[config.mk]
export PLATFORM = sky130hd
export DESIGN_NAME = piso_serializer
export DESIGN_NICKNAME = d
export VERILOG_FILES = /design/src/rtl/piso_serializer_pkg.sv /design/src/rtl/piso_serializer_mod_counter.sv /design/src/rtl/piso_serializer.sv
export SDC_FILE = /design/constraint.sdc
export NUM_CORES = 1
export LEC_CHECK = 0
export BUFFER_PORTS_ARGS = -buffer_cell sky130_fd_sc_hd__buf_4
export CORE_MARGIN = 1.5
export CORE_UTILIZATION = 50
export DETAILED_ROUTE_END_ITERATION = 12
export PLACE_DENSITY = 0.84
export SLEW_MARGIN = 0
export SYNTH_ARGS = -nofsm -noshare
export SYNTH_HDL_FRONTEND = slang
export SYNTH_SLANG_ARGS = --single-unit
[constraint.sdc]
create_clock -name clk -period 2.45 [get_ports clk]
set_input_delay 0.1225 -clock clk [delete_from_list [all_inputs] [get_ports clk]]
set_output_delay 0.1225 -clock clk [all_outputs]
set_load 0.02 [all_outputs]
[src/rtl/piso_serializer_pkg.sv]
// Shared types and helpers for the PISO serializer.
package piso_serializer_pkg;

  typedef enum logic [1:0] {
    ST_IDLE   = 2'd0,
    ST_SHIFT  = 2'd1,
    ST_PARITY = 2'd2
  } state_e;

  localparam int PARITY_MAX_W = 64;

  // Callers zero-extend their word to PARITY_MAX_W; zero bits do not change the XOR.
  function automatic logic even_parity(input logic [PARITY_MAX_W-1:0] v);
    return ^v;
  endfunction

endpackage

[src/rtl/piso_serializer_mod_counter.sv]
// Modulo-MAX up-counter with sync clear, enable and a same-cycle wrap pulse.
module mod_counter #(
  parameter int MAX = 4,
  parameter int W   = (MAX > 1) ? $clog2(MAX) : 1
) (
  input  logic         clk,
  input  logic         rst,
  input  logic         i_clr,
  input  logic         i_en,
  output logic [W-1:0] o_count,
  output logic         o_wrap
);

  localparam logic [W-1:0] LAST = W'(MAX - 1);

  logic [W-1:0] r_count;

  assign o_count = r_count;
  assign o_wrap  = i_en && (r_count == LAST);

  always_ff @(posedge clk or negedge rst) begin
    if (!rst) begin
      r_count <= '0;
    end else if (i_clr) begin
      r_count <= '0;
    end else if (i_en) begin
      r_count <= o_wrap ? '0 : r_count + W'(1);
    end
  end

endmodule

[src/rtl/piso_serializer.sv]
// Parallel-in/serial-out shifter with valid/ready load, bit counter and wrapping word counter.
// Optional trailing even-parity bit when PISO_SERIALIZER_PARITY_EN is defined.
//
// state     | meaning
// ST_IDLE   | no live bit, ready for a word
// ST_SHIFT  | data bits being presented on ser_out
// ST_PARITY | parity bit being presented (parity build only)
module piso_serializer
  import piso_serializer_pkg::*;
#(
  parameter int WIDTH     = 8,
  parameter int LSB_FIRST = 0,
  parameter int MAX_WORDS = 4
) (
  input  logic                         clk,
  input  logic                         rst,
  input  logic [WIDTH-1:0]             in_data,
  input  logic                         in_valid,
  output logic                         in_ready,
  input  logic                         shift_en,
  output logic                         ser_out,
  output logic                         ser_valid,
  output logic                         done,
  output logic [$clog2(MAX_WORDS)-1:0] word_count,
  output logic                         words_max
);

  localparam int CNT_W = $clog2(MAX_WORDS);
  localparam int BIT_W = $clog2(WIDTH);
  localparam logic [BIT_W-1:0] BIT_LAST = BIT_W'(WIDTH - 1);

  state_e           r_state;
  logic [WIDTH-1:0] r_shreg;
  logic [WIDTH-1:0] w_shifted;
  logic [BIT_W-1:0] w_bit_cnt;
  logic             w_bit_wrap;
  logic             w_bit_en;
  logic             w_last_pos;
  logic             w_word_end;
  logic             w_accept;
  logic             w_head;
  logic [CNT_W-1:0] w_word_cnt;
  logic             w_word_wrap;

  assign w_accept = in_valid && in_ready;
  assign w_bit_en = (r_state == ST_SHIFT) && shift_en;
  assign w_head   = (LSB_FIRST != 0) ? r_shreg[0] : r_shreg[WIDTH-1];
  assign w_shifted = (LSB_FIRST != 0) ? (r_shreg >> 1) : (r_shreg << 1);

`ifdef PISO_SERIALIZER_PARITY_EN
  logic                    r_parity;
  logic [PARITY_MAX_W-1:0] w_par_vec;

  assign w_par_vec  = PARITY_MAX_W'(in_data);
  assign w_last_pos = (r_state == ST_PARITY);
  assign ser_out    = (r_state == ST_SHIFT)  ? w_head   :
                      (r_state == ST_PARITY) ? r_parity : 1'b0;
`else
  assign w_last_pos = (r_state == ST_SHIFT) && (w_bit_cnt == BIT_LAST);
  assign ser_out    = (r_state == ST_SHIFT) ? w_head : 1'b0;
`endif

  assign w_word_end = w_last_pos && shift_en;
  // Gated by rst so in_ready reads 0 while reset is held.
  assign in_ready   = rst && ((r_state == ST_IDLE) || w_word_end);
  assign ser_valid  = (r_state != ST_IDLE);
  assign done       = w_word_end;
  assign words_max  = w_word_wrap;
  assign word_count = w_word_cnt;

  mod_counter #(.MAX(WIDTH), .W(BIT_W)) u_bit_cnt (
    .clk     (clk),
    .rst     (rst),
    .i_clr   (w_accept),
    .i_en    (w_bit_en),
    .o_count (w_bit_cnt),
    .o_wrap  (w_bit_wrap)
  );

  mod_counter #(.MAX(MAX_WORDS), .W(CNT_W)) u_word_cnt (
    .clk     (clk),
    .rst     (rst),
    .i_clr   (1'b0),
    .i_en    (w_word_end),
    .o_count (w_word_cnt),
    .o_wrap  (w_word_wrap)
  );

  always_ff @(posedge clk or negedge rst) begin
    if (!rst) begin
      r_state  <= ST_IDLE;
      r_shreg  <= '0;
`ifdef PISO_SERIALIZER_PARITY_EN
      r_parity <= 1'b0;
`endif
    end else if (w_accept) begin
      r_shreg  <= in_data;
      r_state  <= ST_SHIFT;
`ifdef PISO_SERIALIZER_PARITY_EN
      r_parity <= even_parity(w_par_vec);
`endif
    end else begin
      case (r_state)
        ST_SHIFT: begin
          if (shift_en) begin
            r_shreg <= w_shifted;
`ifdef PISO_SERIALIZER_PARITY_EN
            if (w_bit_wrap) r_state <= ST_PARITY;
`else
            if (w_bit_wrap) r_state <= ST_IDLE;
`endif
          end
        end
`ifdef PISO_SERIALIZER_PARITY_EN
        ST_PARITY: begin
          if (shift_en) r_state <= ST_IDLE;
        end
`endif
        default: ;
      endcase
    end
  end

endmodule

==> flow_metrics.env, run 1 <==
export IMPL_cts_buffers_inserted=3
export IMPL_fin_crit_ps=1820
export IMPL_period_share=0.742
export IMPL_die_h_um=41.4
export IMPL_ios=19
export IMPL_slew_violations=0
export IMPL_dp_hpwl_um=930
export IMPL_ant_nets=0
export IMPL_synth_compound_area_share=0.0543
export IMPL_nNetsFinal=94
export IMPL_start_kind="register"
export IMPL_hold_class="in -> reg"
export IMPL_core_area_sq_um=1330
export IMPL_dr_pass1_iters=2
export IMPL_synthAdderAreaFrac=0.0509
export IMPL_ir_drop_v=0.000618
export IMPL_synth_area_leader_cell="dfrtp_1"
export IMPL_synthSimpleGateAreaFrac=0.105
export IMPL_grt_pass1_vias=483
export IMPL_hold_viol=0
export IMPL_setup_tns_ps=0
export IMPL_post_synth_mux_area_share=0.284
export IMPL_ys_seq_area_frac=0.475
export IMPL_setup_viol=0
export IMPL_power_per_cell_area_nw_per_um2=1070
export IMPL_timing_fmax_mhz=550
export IMPL_viasPerCell=5.31
export IMPL_routedWlPerCell_um=13.4
export IMPL_maxCapViolations=0
export IMPL_diodes=0
export IMPL_post_cts_setup_buffer_count=0
export IMPL_gp_congestion=0.636
export IMPL_crit_required_ps=2620
export IMPL_rsz0062_at_grt="no"
export IMPL_antenna_found_initial=0
export IMPL_drive_gt1_frac=0.538
export IMPL_area_growth_pct=25.6
export IMPL_relSlewSlack=0.788
export IMPL_yosys_warnings=0
export IMPL_drc=0
export IMPL_finalPower_w=0.000987
export IMPL_start_util=0.553
export IMPL_cts_sinks=14
export IMPL_cts_resized_gates=0
export IMPL_end_kind="register"
export IMPL_syn_inst=56
export IMPL_root_buffer="clkbuf_4"
export IMPL_clockBufferDepth=2
export IMPL_dieArea_sq_um=1710
export IMPL_syn_area_sq_um=737
export IMPL_htree_num_levels=1
export IMPL_dieWidth_um=41.4
export IMPL_leakage_nw=0.511
export IMPL_clkTransAtPathRegs_ps=80
export IMPL_drt_iter0_markers=1
export IMPL_worst_path_max_fanout=10
export IMPL_cts_tree="done"
export IMPL_clock_latency_ps=280
export IMPL_ys_seq_elements=14
export IMPL_cp_arrival_ps=1990
export IMPL_synth_top_family_by_area="multiplexers"
export IMPL_path_class="reg -> reg"
export IMPL_grt_usage=0.186
export IMPL_tightest_slew_ps=317
export IMPL_yosysTopAreaCellShare=0.475
export IMPL_wl_um=1250
export IMPL_syn_nets=71
export IMPL_synthTopCellsByArea="dfrtp_1 (48%), mux2_4 (16%), mux2_2 (11%)"
export IMPL_synth_xor_area_frac=0
export IMPL_fill_cells=117
export IMPL_skew_ps=1.48
export IMPL_status="complete, no violations"
export IMPL_synth_avg_cell_area_sq_um=13.2
export IMPL_portBuffers=18
export IMPL_grt_overflow=0
export IMPL_vias=494
export IMPL_num_rows=13
export IMPL_ys_types=20
export IMPL_grt_pass1_wl_um=1950
export IMPL_grt_max_degree=18
-- cell usage in the layout, fill, tap and decap left out, drive strengths merged --
master / instances
ha: 3
nor3: 2
nand3: 3
mux2i: 1
dlygate4sd3: 1
a21oi: 1
nand2: 5
o32ai: 1
and2: 3
and3: 1
mux2: 15
clkbuf: 4
inv: 3
buf: 18
a21o: 1
a21bo: 1
dfrtp: 14
a31o: 1
-- logic make-up (layout without fill, tap and decap cells) --
group | Yosys count | in the layout
compound gates | 5 | 5
fa+ha+maj | 3 | 3
simple gates | 14 | 14
flops | 14 | 14
mux | 16 | 16
buf+inv | 4 | 26
-- cell type report --
cell class,count,area (sq um),share of cell area
tap,15,18.8,0.0203
multi-input combinational,38,364,0.393
clock buffer,4,36.3,0.0392
timing repair buffer,19,145,0.157
inverter,3,11.3,0.0122
sequential,14,350,0.378
-- metal layers --
metal | vias up | track usage | share of wire
met2 | 16 | 0.328 | 0.50
met3 | 2 | 0.0479 | 0.052
li1 | 241 | - | -
met5 | - | 0 | 0
met1 | 235 | 0.202 | 0.43
met4 | 0 | 0.0968 | 0.017
-- registers in the layout, indices dropped and copies added (netlist names) --
signal / count
u_bit_cnt.o_count: 3
u_word_cnt.o_count: 2
r_state: 1
r_shreg: 8
-- repair_timing --
item / in CTS / in global routing
hold buffers: 1 / 0
endpoints found under the setup margin: 0 / 0
endpoints found under the hold margin: 14 / 0
-- critical path: stages, from the launching register on --
cell	delay, ps
dfrtp_1	410
ha_1	210
ha_1	220
a21bo_2	250
nand3_2	240
mux2_2	380
-- where the power goes --
group | internal, W | switching [W] | total [W]
clock | 0.0000906 | 0.0000780 | 0.000169
sequential | 0.000321 | 0.0000625 | 0.000384
combinational | 0.000256 | 0.000179 | 0.000435
-- synth_stat cells, drive strengths merged --
library cell	count
inv	3
and3	1
buf	1
mux2	15
dfrtp	14
a21o	1
a21oi	1
nand3	3
a21bo	1
ha	3
mux2i	1
nand2	5
and2	3
a31o	1
nor3	2
o32ai	1
-- final timing paths --
path / from / slack, ps / cells after the start / to
setup / recovery: u_bit_cnt.o_count[0] / 630 / 5 / r_shreg[6]
hold reg to reg: r_shreg[0] / 530 / 2 / r_shreg[0]
setup reg to reg: u_bit_cnt.o_count[0] / 630 / 5 / r_shreg[6]
max in group asynchronous: rst / 2050 / 2 / r_shreg[6]
hold / removal: in_data[2] / 60 / 2 / r_shreg[2]
min in group asynchronous: rst / 230 / 2 / u_bit_cnt.o_count[2]
-- per-stage QoR --
stage / std cells / setup WS, ps / instance area (sq um) / util / hold slack, ps
global route: 93 / 564 / 926 / 0.694 / 52.8
global placement: 88 / 707 / 880 / 0.659 / -11.8
finish: 93 / 632 / 926 / 0.694 / 61.7
detailed placement: 88 / 654 / 880 / 0.659 / -8.41
CTS: 93 / 632 / 926 / 0.694 / 51.9
floorplan: 56 / 772 / 737 / - / -173
Note: power is estimated with default switching activity, not from simulation.
==> run 2, diff against run 1 <==
clock period = 1.85 ns   (was 2.45 ns; I/O delays follow)
==> flow_metrics.env, run 2 (synthesis results as in run 1) <==
export IMPL_grt_pass1_vias=483
export IMPL_multi_input_area_sq_um=374
export IMPL_timing_fmax_mhz=571
export IMPL_post_cts_setup_buffer_count=0
export IMPL_start_kind="register"
export IMPL_fin_ws_ps=97.5
export IMPL_regArea_sq_um=350
export IMPL_post_place_ws_ps=54.4
export IMPL_diodes=0
export IMPL_setup_viol=0
export IMPL_fin_crit_ps=1750
export IMPL_ios=19
export IMPL_worst_path_max_fanout=4
export IMPL_final_common_cell="buf_4"
export IMPL_hold_viol=0
export IMPL_cp_arrival_ps=1660
export IMPL_vias=493
export IMPL_use_met1=0.202
export IMPL_worstPathCellList="ha_1 -> ha_2 -> a21bo_2 -> and2_1 -> buf_4"
export IMPL_antenna_found_initial=0
export IMPL_r2r_start="u_bit_cnt.o_count[0]"
export IMPL_cts_tree="done"
export IMPL_relSlewSlack=0.788
export IMPL_clock_latency_ps=280
export IMPL_whs_path_depth=2
export IMPL_nNetsFinal=94
export IMPL_gp_congestion=0.636
export IMPL_cts_sinks=14
export IMPL_final_cell_mix="buf_4 (18), dfrtp_1 (14), mux2_4 (8)"
export IMPL_dieWidth_um=41.4
export IMPL_final_util=0.702
export IMPL_busiest_layer="met2"
export IMPL_dr_pass1_iters=2
export IMPL_period_share=0.947
export IMPL_leakage_nw=0.509
export IMPL_ir_drop_v=0.000822
export IMPL_rr_endpoint="r_shreg[6]"
export IMPL_path_class="reg -> out"
export IMPL_die_h_um=41.4
export IMPL_slew_violations=0
export IMPL_min_to="r_shreg[2]"
export IMPL_fill_cells=114
export IMPL_setup_tns_ps=0
export IMPL_viasPerCell=5.30
export IMPL_ant_nets=0
export IMPL_status="complete, no violations"
export IMPL_clkTransAtPathRegs_ps=80
export IMPL_drt_iter0_markers=1
export IMPL_max_stage_delay_ps=400
export IMPL_hold_class="in -> reg"
export IMPL_start_util=0.553
export IMPL_r2r_setup_slack_ps=130
export IMPL_worstHoldStart="in_data[2]"
export IMPL_maxCapViolations=0
export IMPL_drc=0
export IMPL_crit_slowest_cell="dfrtp_1"
export IMPL_htree_num_levels=1
export IMPL_portBuffers=18
export IMPL_power_per_cell_area_nw_per_um2=1410
export IMPL_grt_max_degree=18
export IMPL_end_kind="output pin"
export IMPL_drive_gt1_frac=0.551
export IMPL_area_growth_pct=27.0
export IMPL_num_rows=13
export IMPL_grt_use_met2=0.328
export IMPL_largest_register="r_shreg"
export IMPL_skew_ps=1.68
export IMPL_largest_reg_flops=8
export IMPL_dieArea_sq_um=1710
export IMPL_crit_required_ps=1760
export IMPL_tightest_slew_ps=317
export IMPL_root_buffer="clkbuf_4"
export IMPL_dp_hpwl_um=930
export IMPL_ff2ff_path_depth=5
export IMPL_use_met3=0.0479
export IMPL_routedWlPerCell_um=13.5
export IMPL_core_area_sq_um=1330
export IMPL_rsz0062_at_grt="no"
export IMPL_grt_overflow=0
export IMPL_wl_um=1260
export IMPL_clockBufferDepth=2
export IMPL_grt_pass1_wl_um=1950
export IMPL_grt_usage=0.186
export IMPL_cts_buffers_inserted=3
==> run 2: worst max-delay path: cells and delay by family (launching register included) <==
kind | cells | cell delay [ps]
flip-flops | 1 | 400
adder cells (fa/ha/maj) | 2 | 400
buffers and inverters | 1 | 150
AND/OR/NAND/NOR | 1 | 170
AO/OA/AOI/OAI | 1 | 250
==> run 2: layer usage <==
layer	vias to the layer above	routed length, um
li1	241	-
met1	234	539
met2	16	632
met3	2	65
met4	0	21
met5	-	0
==> run 2: worst max-delay path by stage <==
stage                       endpoint  cells after the start  slack [ps]                 start
final                       in_ready                      5         100  u_bit_cnt.o_count[0]
after global routing        in_ready                      5          30  u_bit_cnt.o_count[0]
after CTS                 r_shreg[6]                      5          40  u_bit_cnt.o_count[0]
after detailed placement  r_shreg[6]                      5          50  u_bit_cnt.o_count[0]
after global placement    r_shreg[5]                      5         110  u_bit_cnt.o_count[0]
after floorplan           r_shreg[1]                      5         170  u_bit_cnt.o_count[0]
==> run 2: layout make-up <==
class / instances / share of cell area
Inverter: 3 / 0.0120
Clock buffer: 4 / 0.0388
Multi-Input combinational cell: 38 / 0.400
Tap cell: 15 / 0.0201
Sequential cell: 14 / 0.374
Timing Repair Buffer: 19 / 0.155
==> run 2: per-stage QoR <==
stage	hold slack, ps	instance area, sq um	instances	total power, W
floorplan	-203	737	56	0.000935
global placement	-41.8	880	88	0.00106
detailed placement	-38.4	880	88	0.00109
CTS	21.9	926	93	0.00132
global route	22.8	936	93	0.00141
finish	31.8	936	93	0.00132
==> run 2: power breakdown <==
group / switching (W) / internal [W] / leakage, nW
Sequential: 0.0000827 / 0.000426 / 0.178
Combinational: 0.000242 / 0.000343 / 0.310
Clock: 0.000103 / 0.000120 / 0.0210
Total: 0.000428 / 0.000889 / 0.509
==> run 2: repair_timing <==
item | in CTS | in global routing
hold buffers | 1 | 0
gates resized for setup | 0 | 2
endpoints found under the hold margin | 14 | 0
setup endpoints to repair | 0 | 4
==> run 3, diff against run 2 <==
PLACE_DENSITY = 0.73   (was 0.84)
==> flow_metrics.env, run 3 (synthesis results as in run 1) <==
export IMPL_grt_overflow=0
export IMPL_worstHoldStart="in_data[4]"
export IMPL_ios=19
export IMPL_drc=0
export IMPL_area_growth_pct=25.1
export IMPL_start_util=0.553
export IMPL_clock_latency_ps=270
export IMPL_root_buffer="clkbuf_4"
export IMPL_dieArea_sq_um=1710
export IMPL_routedWlPerCell_um=12.2
export IMPL_drive_gt1_frac=0.545
export IMPL_dpl_cell_count=88
export IMPL_max_stage_delay_ps=410
export IMPL_portBuffers=18
export IMPL_dp_hpwl_um=872
export IMPL_dr_pass1_iters=2
export IMPL_ir_drop_v=0.000730
export IMPL_setup_tns_ps=0
export IMPL_hold_class="in -> reg"
export IMPL_power_per_cell_area_nw_per_um2=1350
export IMPL_fill_cells=111
export IMPL_grt_pass1_wl_um=1810
export IMPL_die_h_um=41.4
export IMPL_worstPathCellList="ha_1 -> ha_2 -> a21bo_2 -> and2_1 -> buf_4"
export IMPL_clkTransAtPathRegs_ps=80
export IMPL_worst_path_max_fanout=4
export IMPL_diodes=0
export IMPL_status="complete, no violations"
export IMPL_leakage_nw=0.502
export IMPL_clockBufferDepth=2
export IMPL_rsz0062_at_grt="no"
export IMPL_rr_endpoint="r_shreg[6]"
export IMPL_largest_reg_flops=8
export IMPL_vias=497
export IMPL_stdcell_count=92
export IMPL_min_to="r_shreg[4]"
export IMPL_gp_congestion=0.598
export IMPL_timing_fmax_mhz=574
export IMPL_grt_max_degree=18
export IMPL_whs_path_depth=2
export IMPL_ant_nets=0
export IMPL_largest_register="r_shreg"
export IMPL_dieWidth_um=41.4
export IMPL_grt_usage=0.167
export IMPL_post_cts_setup_buffer_count=0
export IMPL_cts_buffers_inserted=3
export IMPL_nNetsFinal=94
export IMPL_core_area_sq_um=1330
export IMPL_end_kind="output pin"
export IMPL_wl_um=1130
export IMPL_r2r_start="u_bit_cnt.o_count[0]"
export IMPL_maxCapViolations=0
export IMPL_hold_viol=0
export IMPL_finalPower_w=0.00125
export IMPL_antenna_found_initial=0
export IMPL_cts_tree="done"
export IMPL_fin_crit_ps=1740
export IMPL_final_cell_mix="buf_4 (18), dfrtp_1 (14), mux2_4 (8)"
export IMPL_r2r_setup_slack_ps=150
export IMPL_drt_iter0_markers=5
export IMPL_skew_ps=1.46
export IMPL_start_kind="register"
export IMPL_relSlewSlack=0.801
export IMPL_crit_required_ps=1760
export IMPL_grt_pass1_vias=439
export IMPL_cp_arrival_ps=1650
export IMPL_period_share=0.942
export IMPL_cts_sinks=14
export IMPL_slew_violations=0
export IMPL_ff2ff_path_depth=5
export IMPL_num_rows=13
export IMPL_viasPerCell=5.40
export IMPL_path_class="reg -> out"
export IMPL_setup_viol=0
export IMPL_htree_num_levels=1
export IMPL_tightest_slew_ps=298
export IMPL_crit_slowest_cell="dfrtp_1"
export IMPL_final_common_cell="buf_4"
[run 3: per-layer routing]
metal,wire (um),up-vias,track usage
li1,-,246,-
met3,66,2,0.0479
met4,8,0,0.0726
met2,574,14,0.285
met5,0,-,0
met1,477,235,0.193
[run 3: layout make-up]
cell class | count | area (sq um) | share of cell area
Multi-Input combinational cell | 38 | 374 | 0.406
Sequential cell | 14 | 350 | 0.380
Timing Repair Buffer | 19 | 145 | 0.157
Clock buffer | 3 | 22.5 | 0.0244
Tap cell | 15 | 18.8 | 0.0204
Inverter | 3 | 11.3 | 0.0122
[run 3: worst max path at each step]
stage / start / cells past startpoint / end
3_5_place_dp: u_bit_cnt.o_count[0] / 5 / r_shreg[6]
3_3_place_gp: u_bit_cnt.o_count[0] / 5 / r_shreg[6]
6_report: u_bit_cnt.o_count[0] / 5 / in_ready
2_1_floorplan: u_bit_cnt.o_count[0] / 5 / r_shreg[1]
4_1_cts: u_bit_cnt.o_count[0] / 5 / r_shreg[6]
5_1_grt: u_bit_cnt.o_count[0] / 6 / words_max
[run 3: through the flow]
stage	util	setup WS [ps]	instance area, sq um	hold slack (ps)
2_1_floorplan	-	172	737	-203
3_3_place_gp	0.659	105	880	-41.8
3_5_place_dp	0.659	54.5	880	-40.4
4_1_cts	0.684	38.8	912	45.0
5_1_grt	0.691	42.1	922	35.9
6_report	0.691	107	922	50.3
[run 3: critical path, delay by kind of cell (launching register included)]
family,cells,cell delay (ps)
flops,1,410
fa+ha+maj,2,400
compound gates,1,250
simple gates,1,170
buf+inv,1,150
[run 3: what timing repair did]
item / 4_1_cts / 5_1_grt
hold endpoints to repair: 14 / 0
gates resized for setup: 0 / 2
hold buffers: 1 / 0
endpoints found under the setup margin: 0 / 4
[run 3: power breakdown]
part	switching (W)	internal, W	leakage, nW
Clock	0.0000887	0.0000752	0.0138
Sequential	0.0000803	0.000426	0.178
Combinational	0.000232	0.000344	0.310
